`config.mk`:
```
export PLATFORM = sky130hd
export DESIGN_NAME = mem_access_stage
export DESIGN_NICKNAME = d
export VERILOG_FILES = /design/src/rtl/mem_access_stage_pkg.sv /design/src/rtl/mem_access_stage_handshake.sv /design/src/rtl/mem_access_stage.sv
export SDC_FILE = /design/constraint.sdc
export NUM_CORES = 1
export LEC_CHECK = 0
export BUFFER_PORTS_ARGS = -buffer_cell sky130_fd_sc_hd__buf_4
export CORE_AREA = 2 2 123 125
export CTS_BUF_LIST = sky130_fd_sc_hd__clkbuf_8
export CTS_CLUSTER_DIAMETER = 120
export DETAILED_ROUTE_END_ITERATION = 10
export DIE_AREA = 0 0 125 127
export PLACE_DENSITY = 0.56
export SLEW_MARGIN = 20
export SYNTH_ARGS = -nofsm -noshare
export SYNTH_HDL_FRONTEND = slang
export SYNTH_SLANG_ARGS = --single-unit
```
`constraint.sdc`:
```
create_clock -name clk_EXMem -period 3.45 [get_ports clk_EXMem]
set_input_delay 0 -clock clk_EXMem [delete_from_list [all_inputs] [get_ports clk_EXMem]]
set_output_delay 0 -clock clk_EXMem [all_outputs]
set_load 0.005 [all_outputs]
```
`src/rtl/mem_access_stage_pkg.sv`:
```
// Shared types and constants for the MEM pipeline stage.
// Imported by the handshake FSM and the stage top.
package mem_access_stage_pkg;

  localparam logic [1:0] MTR_ALU = 2'b00;
  localparam logic [1:0] MTR_MEM = 2'b01;
  localparam logic [1:0] MTR_PC4 = 2'b10;

  localparam int TIMEOUT_DEF = 16;
  localparam int CNT_W       = 8;

  typedef enum logic {
    S_IDLE,
    S_WAIT
  } state_e;

endpackage

```
`src/rtl/mem_access_stage_handshake.sv`:
```
// Data-memory req/ack handshake: request, stall, timeout abort
// and the sticky error flag.
import mem_access_stage_pkg::*;

module mem_handshake_fsm #(
  parameter int TIMEOUT = TIMEOUT_DEF
) (
  input  logic clk,
  input  logic rst_n,
  input  logic mem_op,
  input  logic dmem_ack,
  output logic dmem_req,
  output logic stall,
  output logic abort,
  output logic mem_err
);

  localparam logic [CNT_W-1:0] CNT_MAX = CNT_W'(TIMEOUT - 1);

  state_e           state_q, state_d;
  logic [CNT_W-1:0] cnt_q, cnt_d;
  logic             err_q, err_d;
  logic             req;

  always_ff @(posedge clk or negedge rst_n) begin
    if (!rst_n) begin
      state_q <= S_IDLE;
      cnt_q   <= '0;
      err_q   <= 1'b0;
    end else begin
      state_q <= state_d;
      cnt_q   <= cnt_d;
      err_q   <= err_d;
    end
  end

  always_comb begin
    state_d = state_q;
    cnt_d   = cnt_q;
    err_d   = err_q;
    req     = 1'b0;
    abort   = 1'b0;
    unique case (state_q)
      S_IDLE: begin
        if (mem_op) begin
          req = 1'b1;
          // the request cycle itself is cycle 0 of the budget
          if (!dmem_ack) begin
            state_d = S_WAIT;
            cnt_d   = CNT_W'(1);
          end
        end
      end
      S_WAIT: begin
        req = 1'b1;
        if (dmem_ack) begin
          state_d = S_IDLE;
          cnt_d   = '0;
        end else if (cnt_q == CNT_MAX) begin
          abort   = 1'b1;
          err_d   = 1'b1;
          state_d = S_IDLE;
          cnt_d   = '0;
        end else begin
          cnt_d = cnt_q + CNT_W'(1);
        end
      end
    endcase
  end

  // req must fall the moment reset asserts, not at the next edge
  assign dmem_req = req & rst_n;
  assign stall    = dmem_req & ~dmem_ack & ~abort;
  assign mem_err  = err_q;

endmodule

```
`src/rtl/mem_access_stage.sv`:
```
// MEM stage: branch redirect, data-memory access and the
// MEM/WB boundary register.
import mem_access_stage_pkg::*;

module mem_access_stage #(
  parameter int TIMEOUT = TIMEOUT_DEF
) (
  input  logic        clk_EXMem,
  input  logic        rst_EXMem,
  input  logic [31:0] PC_in,
  input  logic [31:0] PC4_in,
  input  logic [4:0]  Rd_addr_in,
  input  logic        zero_in,
  input  logic [31:0] ALU_in,
  input  logic [31:0] Rs2_in,
  input  logic        Branch_in,
  input  logic        BranchN_in,
  input  logic        Jump_in,
  input  logic        MemRW_in,
  input  logic [1:0]  MemtoReg_in,
  input  logic        RegWrite_in,
  output logic        dmem_req,
  output logic        dmem_we,
  output logic [31:0] dmem_addr,
  output logic [31:0] dmem_wdata,
  input  logic        dmem_ack,
  input  logic [31:0] dmem_rdata,
  output logic        stall_out,
  output logic        PCSrc_out,
  output logic [31:0] target_out,
  output logic [4:0]  Rd_addr_MemWB,
  output logic        RegWrite_MemWB,
  output logic [31:0] wb_data_MemWB,
  output logic        mem_err
);

  logic        mem_op;
  logic        abort;
  logic [31:0] wb_sel;

  logic [4:0]  rd_q, rd_d;
  logic        rw_q, rw_d;
  logic [31:0] wb_q, wb_d;

  assign mem_op = MemRW_in | (MemtoReg_in == MTR_MEM);

  mem_handshake_fsm #(
    .TIMEOUT (TIMEOUT)
  ) u_fsm (
    .clk      (clk_EXMem),
    .rst_n    (rst_EXMem),
    .mem_op   (mem_op),
    .dmem_ack (dmem_ack),
    .dmem_req (dmem_req),
    .stall    (stall_out),
    .abort    (abort),
    .mem_err  (mem_err)
  );

  assign dmem_we    = dmem_req & MemRW_in;
  assign dmem_addr  = ALU_in;
  assign dmem_wdata = Rs2_in;

  assign PCSrc_out = Jump_in
                   | (Branch_in & zero_in)
                   | (BranchN_in & ~zero_in);
  assign target_out = PC_in;

  always_comb begin
    wb_sel = ALU_in;
    unique case (MemtoReg_in)
      MTR_MEM: wb_sel = dmem_rdata;
      MTR_PC4: wb_sel = PC4_in;
      default: wb_sel = ALU_in;
    endcase
  end

  always_comb begin
    rd_d = rd_q;
    wb_d = wb_q;
    rw_d = 1'b0;
    if (!stall_out) begin
      rd_d = Rd_addr_in;
      wb_d = wb_sel;
      rw_d = RegWrite_in & ~abort;
    end
  end

  always_ff @(posedge clk_EXMem or negedge rst_EXMem) begin
    if (!rst_EXMem) begin
      rd_q <= '0;
      rw_q <= 1'b0;
      wb_q <= '0;
    end else begin
      rd_q <= rd_d;
      rw_q <= rw_d;
      wb_q <= wb_d;
    end
  end

  assign Rd_addr_MemWB  = rd_q;
  assign RegWrite_MemWB = rw_q;
  assign wb_data_MemWB  = wb_q;

endmodule

```
* Word-level counts from Yosys, hierarchy flattened *
Cells that the tools add are included.

word-level totals
  register bits after elaboration = 48
  input bits = 176
  output and inout bits = 139
  logic and storage cells = 45

operators by class
  add/subtract/negate cells = 1
  eq/ne operators = 5
  muxes and demuxes = 17
  bitwise operators = 14
  reduce and logical (&&, ||, !) cells = 2

operator list
  operator                                                                count
  32-bit one-hot mux with 2 select lines                                  1
  8-bit 2-to-1 mux                                                        4
  8-bit one-hot mux with 2 select lines                                   1
  1-bit 2-to-1 mux                                                        9
  8-bit by 1-bit adder with 8-bit output (second input constant)          1
  8-bit by 4-bit equality test with 1-bit output (second input constant)  1
  1-bit bitwise AND                                                       7
  2-bit != test (second input constant)                                   2
  1-bit inverter                                                          4
  1-bit one-hot mux with 2 select lines                                   2
  1-bit OR                                                                3
  3-bit AND reduction                                                     1
  2-bit by 1-bit equality test with 1-bit output (second input constant)  1
  2-bit equality test (second input constant)                             1
  2-bit AND reduction                                                     1

* Logic depth before layout (Yosys ltp) *
Gate-level depths: netlist of the first run.

  word-level depth = 8
  gate-level depth with buffers = 9

* Modules after synthesis *
From an unflattened synthesis of the first run, not the netlist that was laid out.

second synthesis, totals
  cell total of the unflattened synthesis = 352
  area total of the unflattened synthesis = 3691.0 um^2

modules (own cells, without submodules)
  module             times used  cells each  area an instance (um^2)  seq. area each (um^2)
  mem_access_stage   1           299         3154.3                   950.9
  mem_handshake_fsm  1           53          536.8                    250.2

* Worst setup path before layout of the first run *
Ideal clock, no wire load.

  kind = register to register
  start point = register u_fsm.cnt_q[0]
  end point = register wb_q[19] (netlist: wb_data_MemWB[19])
  setup time = 0.125 ns
  data arrival time = 1.853 ns
  required time = 3.325 ns
  path slack = 1.472 ns
  stages on the path, launching flop included = 9
  buffers on the path = 3
  period minus slack after synthesis = 1.978 ns
  path through = dfrtp_1 > ha_1 > and3_1 > buf_6 > a311oi_4 > nand2_2 > buf_6 > buf_6 > mux2_4

between the ends
  word-level cells in the longest chain between the ends = 6

RTL lines
  item                                            line                              source
  start, declared                                 mem_access_stage_handshake.sv:21  logic [CNT_W-1:0] cnt_q, cnt_d;
  start signal, assigned                          mem_access_stage_handshake.sv:32  cnt_q <= cnt_d;
  8-bit by 4-bit equality test with 1-bit output  mem_access_stage_handshake.sv:59  end else if (cnt_q == CNT_MAX) begin
  1-bit 2-to-1 mux                                mem_access_stage_handshake.sv:59
  1-bit 2-to-1 mux                                mem_access_stage_handshake.sv:56  if (dmem_ack) begin
  1-bit 2-to-1 mux                                mem_access_stage_handshake.sv:43  unique case (state_q)
  1-bit inverter                                  mem_access_stage_handshake.sv:73  assign stall = dmem_req & ~dmem_ack & ~abort;
  1-bit bitwise AND                               mem_access_stage_handshake.sv:73
  end signal, assigned                            mem_access_stage.sv:97            wb_q <= wb_d;
  end, declared                                   mem_access_stage.sv:43            logic [31:0] wb_q, wb_d;

No other way between the ends.
A chain may end at the register's enable or synchronous reset.

* Final worst setup path of the first run *
  start point = register u_fsm.cnt_q[0]
  end point = output port stall_out

between the ends
  word-level cells in the longest chain between the ends = 6

RTL lines
  item                                            line                              source
  8-bit by 4-bit equality test with 1-bit output  mem_access_stage_handshake.sv:59
  1-bit 2-to-1 mux                                mem_access_stage_handshake.sv:59
  1-bit 2-to-1 mux                                mem_access_stage_handshake.sv:56
  1-bit 2-to-1 mux                                mem_access_stage_handshake.sv:43
  1-bit inverter                                  mem_access_stage_handshake.sv:73
  1-bit bitwise AND                               mem_access_stage_handshake.sv:73
  end, declared                                   mem_access_stage.sv:28            output logic stall_out,

No other way between the ends.

==> run metrics, run 1 <==
status=finished, final reports clean; #FFs+latches synth=48; Crit. End Element=output pin; DRC Markers=0; Max-Cap Viols=0; fmax=~400 MHz; RSZ-0062 raised after global routing=false; post-route cell area=~0.0044 mm²; pin count of the biggest net entering global routing=65; internal cell power=about 1100 µW; met3 wire len=about 780 µm; Post-DP Area=~0.0042 mm²; CTS max path bufs=2; worst vdd ir=between 150 and 200 µV; Pwr Density=around 340 mW/mm²; Rows=between 40 and 50; Setup TNS=0 ns; CP Class=register to output pin; area grow syn2layout=29.66%; hold path startpoint=PC_in[7]; clock network fraction of total power=0.241; Routed WL=about 9000 µm; CP cell instances=ha_1, and3_1, a311oi_4, nand2_2, buf_4, inv_1, buf_4; sequential share of the synthesized area=0.3537; DR pass1 iterations=4; pre-CTS setup slack=1.033 ns; Yosys warning total=0; core area=between 0.01 and 0.015 mm²; clk_lat worst skew=roughly 0.3 ns; Fillers=around 1,500; Mapped Area=approximately 0.0034 mm²; Tcrit/Tclk final=0.7161; initial antenna violation count=0; Critical Path AT=2.47 ns; die area=0.01588 mm²; Layout Skew=between 0.003 and 0.004 ns; Post-CTS Resized=0; min Tclk post-route=2.470 ns; # diodes=0; I/O pin total=between 300 and 400; Least-Margin Pin Slew=around 0.96 ns; Rel. slew slack=0.3568; GR Util All Layers=0.1094; Final Hold Viols=0; Register-to-Register Path Depth=6; share of layout cells above drive strength 1=0.5494; Vias=~2,700; Mean Syn Cell Area=9.843 µm²; clock slew at reported path FFs=approximately 0.090 ns; switching portion of total power=0.2810; Leak Pwr=0.002192 µW; critical register-to-register path startpoint=u_fsm.cnt_q[0]$_DFFE_PN0P_; CP Buf/Inv Count=3; wire length on met2=4730 µm; Worst Hold Class=input pin to output pin; total gr overflow=0; Initial Utilization=0.2354; clk sink count=between 40 and 50; synth unique cells=32; Starting DRT DRC Count=slightly below 100; vias in the first global route=~2,800; Layout Nets=between 600 and 700; Metal-1 WL=approximately 3600 µm; Finish-stage setup viols=0; reg-to-reg critical path endpoint=Rd_addr_MemWB[4]$_DFFE_PN0N_; sequential share of power=0.445; first-pass GRT wire length=roughly 14,000 µm; Hold Crit Depth=0; DIE HEIGHT=127 µm; cells after synthesis=between 300 and 400; hpwl dp=~7000 µm; number of I/O port buffers=186; worst-path fanout max=22; H-tree levels=2; hold buffer count at cts=9; worst hold slack=about 0.000002 ns; Syn Nets=~520; max layer used=met4; end-of-flow core utilization=0.3053; Critical Path Most Common Cell=buf_4; post-DR vias/cell=4.328; CP required=roughly 3.5 ns; hold path endpoint=target_out[7]; root buf cell=clkbuf_8; WL per Instance=14.95 µm; Net Sw Power=419.7 µW; startpoint types=register; DIE WIDTH=approximately 130 µm; Final ANT Viol Nets=0; slowest CP cell=dfrtp_1; setup repair bufs after CTS=0; total CTS buffers=5; crit-path leading delay family=simple AND/OR/NAND/NOR gates; CTS tree=yes; Final WS setup=about 1 ns; Comb pwr share=0.314; GPL Wtd Cong=0.8204; Max Slew Vio Count=0; reg2reg setup slack=1.04 ns; max incr delay on CP=~0.42 ns
==> per-stage QoR <==
stage	total power, µW	cells
final	1493	619
after global routing	1588	619
after CTS	1531	619
after detailed placement	1144	602
after global placement	1136	602
after floorplan	944.1	345
==> final cells by class <==
class | instances | area (µm²) | area share
clock inverter | 2 | 11.26 | 0.002558
clock buffer | 6 | 82.58 | 0.01876
inverter | 4 | 15.01 | 0.003410
multi-input combinational | 177 | 1354 | 0.3075
sequential | 48 | 1201 | 0.2728
timing repair buffer | 198 | 1509 | 0.3427
tap | 184 | 230.2 | 0.05229
==> sequential cells by signal, indices dropped and copies added (netlist names) <==
register	cells
RegWrite_MemWB	1
Rd_addr_MemWB	5
u_fsm.state_q	1
u_fsm.mem_err	1
wb_data_MemWB	32
u_fsm.cnt_q	8
==> cell usage after synthesis <==
library cell	instances	area share
mux2_4	19	0.084
dfrtp_1	48	0.35
a31o_2	1	0.0026
buf_2	2	0.0029
a22o_1	2	0.0052
mux2_2	18	0.060
a21oi_1	1	0.0015
clkbuf_1	14	0.015
a311oi_4	1	0.0077
and4_1	1	0.0026
and2_1	1	0.0018
o21ba_2	1	0.0029
o22ai_1	1	0.0018
nor2b_1	3	0.0055
buf_6	4	0.013
inv_1	4	0.0044
ha_1	3	0.011
and3_1	2	0.0037
nor4_4	1	0.0063
xor2_1	6	0.015
a22oi_1	32	0.071
nor2_1	8	0.0088
a31oi_1	2	0.0037
a211o_1	1	0.0026
nor3_1	1	0.0015
buf_4	96	0.21
nand2_1	33	0.036
o21ai_0	33	0.049
o211ai_1	2	0.0044
o2111ai_1	2	0.0052
o21a_1	1	0.0022
nand2_2	1	0.0018
==> cells in the final DEF, fill, tap and decap left out, types with 2 or more instances in the layout <==
master	n
buf_4	189
dfrtp_1	48
nand2_1	33
o21ai_0	33
a22oi_1	32
mux2_4	19
mux2_2	18
dlygate4sd3_1	9
nor2_1	8
xor2_1	6
clkbuf_8	6
inv_1	5
nor2b_1	3
and3_1	2
a31oi_1	2
a22o_1	2
o2111ai_1	2
o211ai_1	2
ha_1	2
==> power groups by stage <==
stage / logic, µW / registers, µW / clock network (µW)
6_report: 469 / 665 / 360
5_1_grt: 509 / 675 / 405
4_1_cts: 478 / 666 / 387
3_5_place_dp: 469 / 675 / 0
3_3_place_gp: 461 / 675 / 0
2_1_floorplan: 269 / 675 / 0
==> worst register-to-register path, delay by kind of cell, from the launching register on <==
family                     cells  cell delay (ns)
and+or+nand+nor                2             0.58
DFF                            1             0.42
adders and majority gates      1             0.23
buffers and inverters          1             0.38
AOI/OAI and AO/OA              1             0.34
muxes                          1             0.36
==> logic make-up (layout without fill, tap and decap cells) <==
group                    after synthesis  count (layout)  synth area share
AO/OA/AOI/OAI                         80              80            0.1592
adder cells (fa/ha/maj)                3               3           0.01105
multiplexers                          37              37            0.1437
AND/OR/NAND/NOR                       51              51           0.06854
buffers and inverters                120             210            0.2483
flip-flops                            48              48            0.3537
XOR/XNOR                               6               6           0.01548
==> worst max-delay path by stage <==
stage | from | end | slack (ns) | cells past startpoint
3_5_place_dp | u_fsm.cnt_q[0]$_DFFE_PN0P_ | Rd_addr_MemWB[4]$_DFFE_PN0N_ | 1.03 | 6
6_report | u_fsm.cnt_q[0]$_DFFE_PN0P_ | stall_out | 0.98 | 7
5_1_grt | u_fsm.cnt_q[0]$_DFFE_PN0P_ | stall_out | 0.78 | 7
4_1_cts | u_fsm.cnt_q[0]$_DFFE_PN0P_ | stall_out | 0.93 | 7
2_1_floorplan | u_fsm.cnt_q[0]$_DFFE_PN0P_ | wb_data_MemWB[19]$_DFFE_PN0N_ | 1.47 | 8
3_3_place_gp | u_fsm.cnt_q[0]$_DFFE_PN0P_ | Rd_addr_MemWB[0]$_DFFE_PN0N_ | 1.10 | 6
==> metal layers <==
layer,vias up,global-route usage
li1,1268,-
met1,1261,0.1239
met2,123,0.1925
met3,27,0.04020
met4,0,0.03464
met5,-,0
Power figures use the tool's default switching activity.
==> run 2: changes to the inputs <==
- ABC_AREA: not set -> 1
- CORE_AREA: 2 2 123 125 -> 2 2 121 123
- DIE_AREA: 0 0 125 127 -> 0 0 123 125
- PLACE_DENSITY: 0.56 -> 0.6
- clock period: 3.45 -> 2.5 ns (I/O delays scaled with it)
==> run metrics, run 2 <==
status=finished, final reports clean (unchanged); worst-path fanout max=28 (was 22); Routed WL=11,470 µm (was 9253 µm); Critical Path AT=2.05 ns (was 2.47 ns); Crit. End Element=output pin (unchanged); Fillers=1,568 (was 1,510); CP required=2.50 ns (was 3.45 ns); Mean Syn Cell Area=6.467 µm² (was 9.843 µm²); Async SR Flop Fraction=1.000 (unchanged); Setup TNS=0 ns (unchanged); pin count of the biggest net entering global routing=49 (was 65); Post-DP Area=0.004518 mm² (was 0.004219 mm²); critical register-to-register path startpoint=u_fsm.cnt_q[0]$_DFFE_PN0P_ (unchanged); most common cell after layout, fill and taps aside=nand2_1 (was buf_4); Yosys warning total=0 (unchanged); synth unique cells=19 (was 32); DRC Markers=0 (unchanged); RSZ-0062 raised after global routing=false (unchanged); Starting DRT DRC Count=159 (was 99); Initial Utilization=0.2591 (was 0.2354); CTS max path bufs=2 (unchanged); post-DR vias/cell=4.139 (was 4.328); max incr delay on CP=0.42 ns (about the same); Yosys top cell by area=dfrtp_1 (unchanged); Post-CTS Resized=0 (unchanged); CP Buf/Inv Count=3 (unchanged); crit-path leading delay family=simple AND/OR/NAND/NOR gates (unchanged); GR Util All Layers=0.1474 (was 0.1094); # diodes=0 (unchanged); Max-Cap Viols=0 (unchanged); Max Slew Vio Count=0 (unchanged); #FFs+latches synth=48 (unchanged); Layout Skew=0.004145 ns (was 0.003857 ns); vias in the first global route=3,504 (was 2,758); Layout Nets=849 (was 613); placed insts=825 (was 602); top_reg_cell synth=dfrtp_1 (unchanged); DR pass1 iterations=4 (unchanged); fin cells=855 (was 619); DIE WIDTH=123 µm (was 125 µm); Register-to-Register Path Depth=8 (was 6); Final ANT Viol Nets=0 (unchanged); hpwl dp=8637 µm (was 6983 µm); max FFs per register=32 (unchanged); EDFF count, synth=0 (unchanged); hold path startpoint=PC_in[0] (was PC_in[7]); Rel. slew slack=0.5765 (was 0.3568); core area=0.01420 mm² (was 0.01442 mm²); Worst Hold Class=input pin to output pin (unchanged); root buf cell=clkbuf_8 (unchanged); DIE HEIGHT=125 µm (was 127 µm); total area of sequential cells=0.001201 mm² (unchanged); initial antenna violation count=0 (unchanged); Critical Path Start=u_fsm.cnt_q[0]$_DFFE_PN0P_ (unchanged); total power=2192 µW (was 1493 µW); critical path depth in cells=8 (was 7); Least-Margin Pin Slew=0.6353 ns (was 0.9648 ns); Pwr Density=452.0 mW/mm² (was 339.2 mW/mm²); Area contributors post-synth=dfrtp_1, nand2_1, buf_4 (was dfrtp_1, buf_4, mux2_4); post-route cell area=0.004850 mm² (was 0.004403 mm²); most common cell in the netlist=nand2_1 (was buf_4); Yosys top cell area share=0.3264 (was 0.3537); die area=0.01538 mm² (was 0.01588 mm²); sequential share of the synthesized area=0.3264 (was 0.3537); Syn Nets=748 (was 524); multi-input combinational cell area=0.001531 mm² (was 0.001354 mm²); CP Class=register to output pin (unchanged); H-tree levels=2 (unchanged); slowest CP cell=dfrtp_1 (unchanged); Tcrit/Tclk final=0.8216; clock slew at reported path FFs=0.09 ns (about the same); setup repair bufs after CTS=0 (unchanged); Finish-stage setup viols=0 (unchanged); area grow syn2layout=31.79% (was 29.66%); GPL Wtd Cong=0.8137 (was 0.8204); worst vdd ir=263.0 µV (was 150.1 µV); Mapped Area=0.003680 mm² (was 0.003396 mm²); Vias=3,539 (was 2,679); number of I/O port buffers=186 (unchanged); total CTS buffers=5 (unchanged); startpoint types=register (unchanged); commonest non-fill, non-tap cells in the layout=nand2_1, buf_4, dfrtp_1 (was buf_4, dfrtp_1, nand2_1, o21ai_0, a22oi_1); first-pass GRT wire length=17,930 µm (was 14,280 µm); WL per Instance=13.42 µm (was 14.95 µm); CP cell instances=ha_1, nand3_2, nor2_2, nand2_2, nand2_1, buf_12, inv_1, buf_4 (was ha_1, and3_1, a311oi_4, nand2_2, buf_4, inv_1, buf_4); clk_lat worst skew=0.30 ns (about the same); fmax=486.9 MHz; I/O pin total=315 (unchanged); Synth top cells by count=nand2_1, buf_4, dfrtp_1 (was buf_4, dfrtp_1, nand2_1, o21ai_0, a22oi_1); cells after synthesis=569 (was 345); share of layout cells above drive strength 1=0.3085 (was 0.5494); Hold Crit Depth=0 (unchanged); Final Hold Viols=0 (unchanged); Leak Pwr=0.002831 µW (was 0.002192 µW); Rows=44 (unchanged); clk sink count=48 (unchanged); worst hold slack=0.000001987 ns (was 0.000001995 ns); total gr overflow=0 (unchanged); CTS tree=yes (unchanged); min Tclk post-route=2.054 ns
==> run 2: changes by cell type in the layout (fill, tap and decap cells not counted), moves of 13 or more <==
| cell | delta |
|---|---|
| mux2_2 | -18 |
| inv_1 | +17 |
| mux2_4 | -19 |
| dlygate4sd3_1 | +13 |
| nand3_1 | +44 |
| a22oi_1 | -32 |
| o21ai_0 | -30 |
| nand2_1 | +270 |
==> run 2: what timing repair did <==
action / CTS / global route
hold buffers: 22 / 0
setup endpoints to repair: 0 / 0
endpoints found under the hold margin: 69 / 0
==> run 2: area by class of cell <==
type,instances,share of cell area
sequential,48,0.2477
inverter,23,0.01780
multi-input combinational,376,0.3158
clock buffer,5,0.01419
timing repair buffer,216,0.3483
tap,184,0.04747
clock inverter,3,0.008772
==> run 2: logic make-up after synthesis <==
family,synth area share
flip-flops,0.3264
AO/OA/AOI/OAI,0.009520
adder cells (fa/ha/maj),0.01020
buffers and inverters,0.2594
AND/OR/NAND/NOR,0.3944
==> run 2: path summary, 6_finish.rpt <==
path / slack [ns] / to
min reg2reg: 0.47 / u_fsm.mem_err$_DFFE_PN0P_
min in group asynchronous: 0.37 / u_fsm.cnt_q[5]$_DFFE_PN0P_
max reg2reg: 0.73 / RegWrite_MemWB$_DFF_PN0_
min: 0.000002 / target_out[0]
max in group asynchronous: 1.70 / wb_data_MemWB[1]$_DFFE_PN0N_
max: 0.45 / stall_out
==> run 2: per-layer routing <==
layer	vias to the layer above	wire, µm	global-route usage	share of wire
met5	-	0	0	0
met4	0	208	0.03810	0.018
met3	18	761	0.04015	0.066
met2	127	5506	0.2499	0.48
met1	1563	4997	0.1837	0.44
li1	1831	-	-	-
==> run 2: report_power, final <==
group	internal, µW	switching [µW]	total (µW)
sequential	865	59.5	925
combinational	365	328	693
clock	297	277	573
==> run 2: per-stage QoR <==
| step | setup slack [ns] | utilization |
|---|---|---|
| 2_1_floorplan | 1.077 | - |
| 3_3_place_gp | 0.7895 | 0.3181 |
| 3_5_place_dp | 0.7201 | 0.3181 |
| 4_1_cts | 0.3922 | 0.3414 |
| 5_1_grt | 0.2643 | 0.3414 |
| 6_report | 0.4461 | 0.3414 |
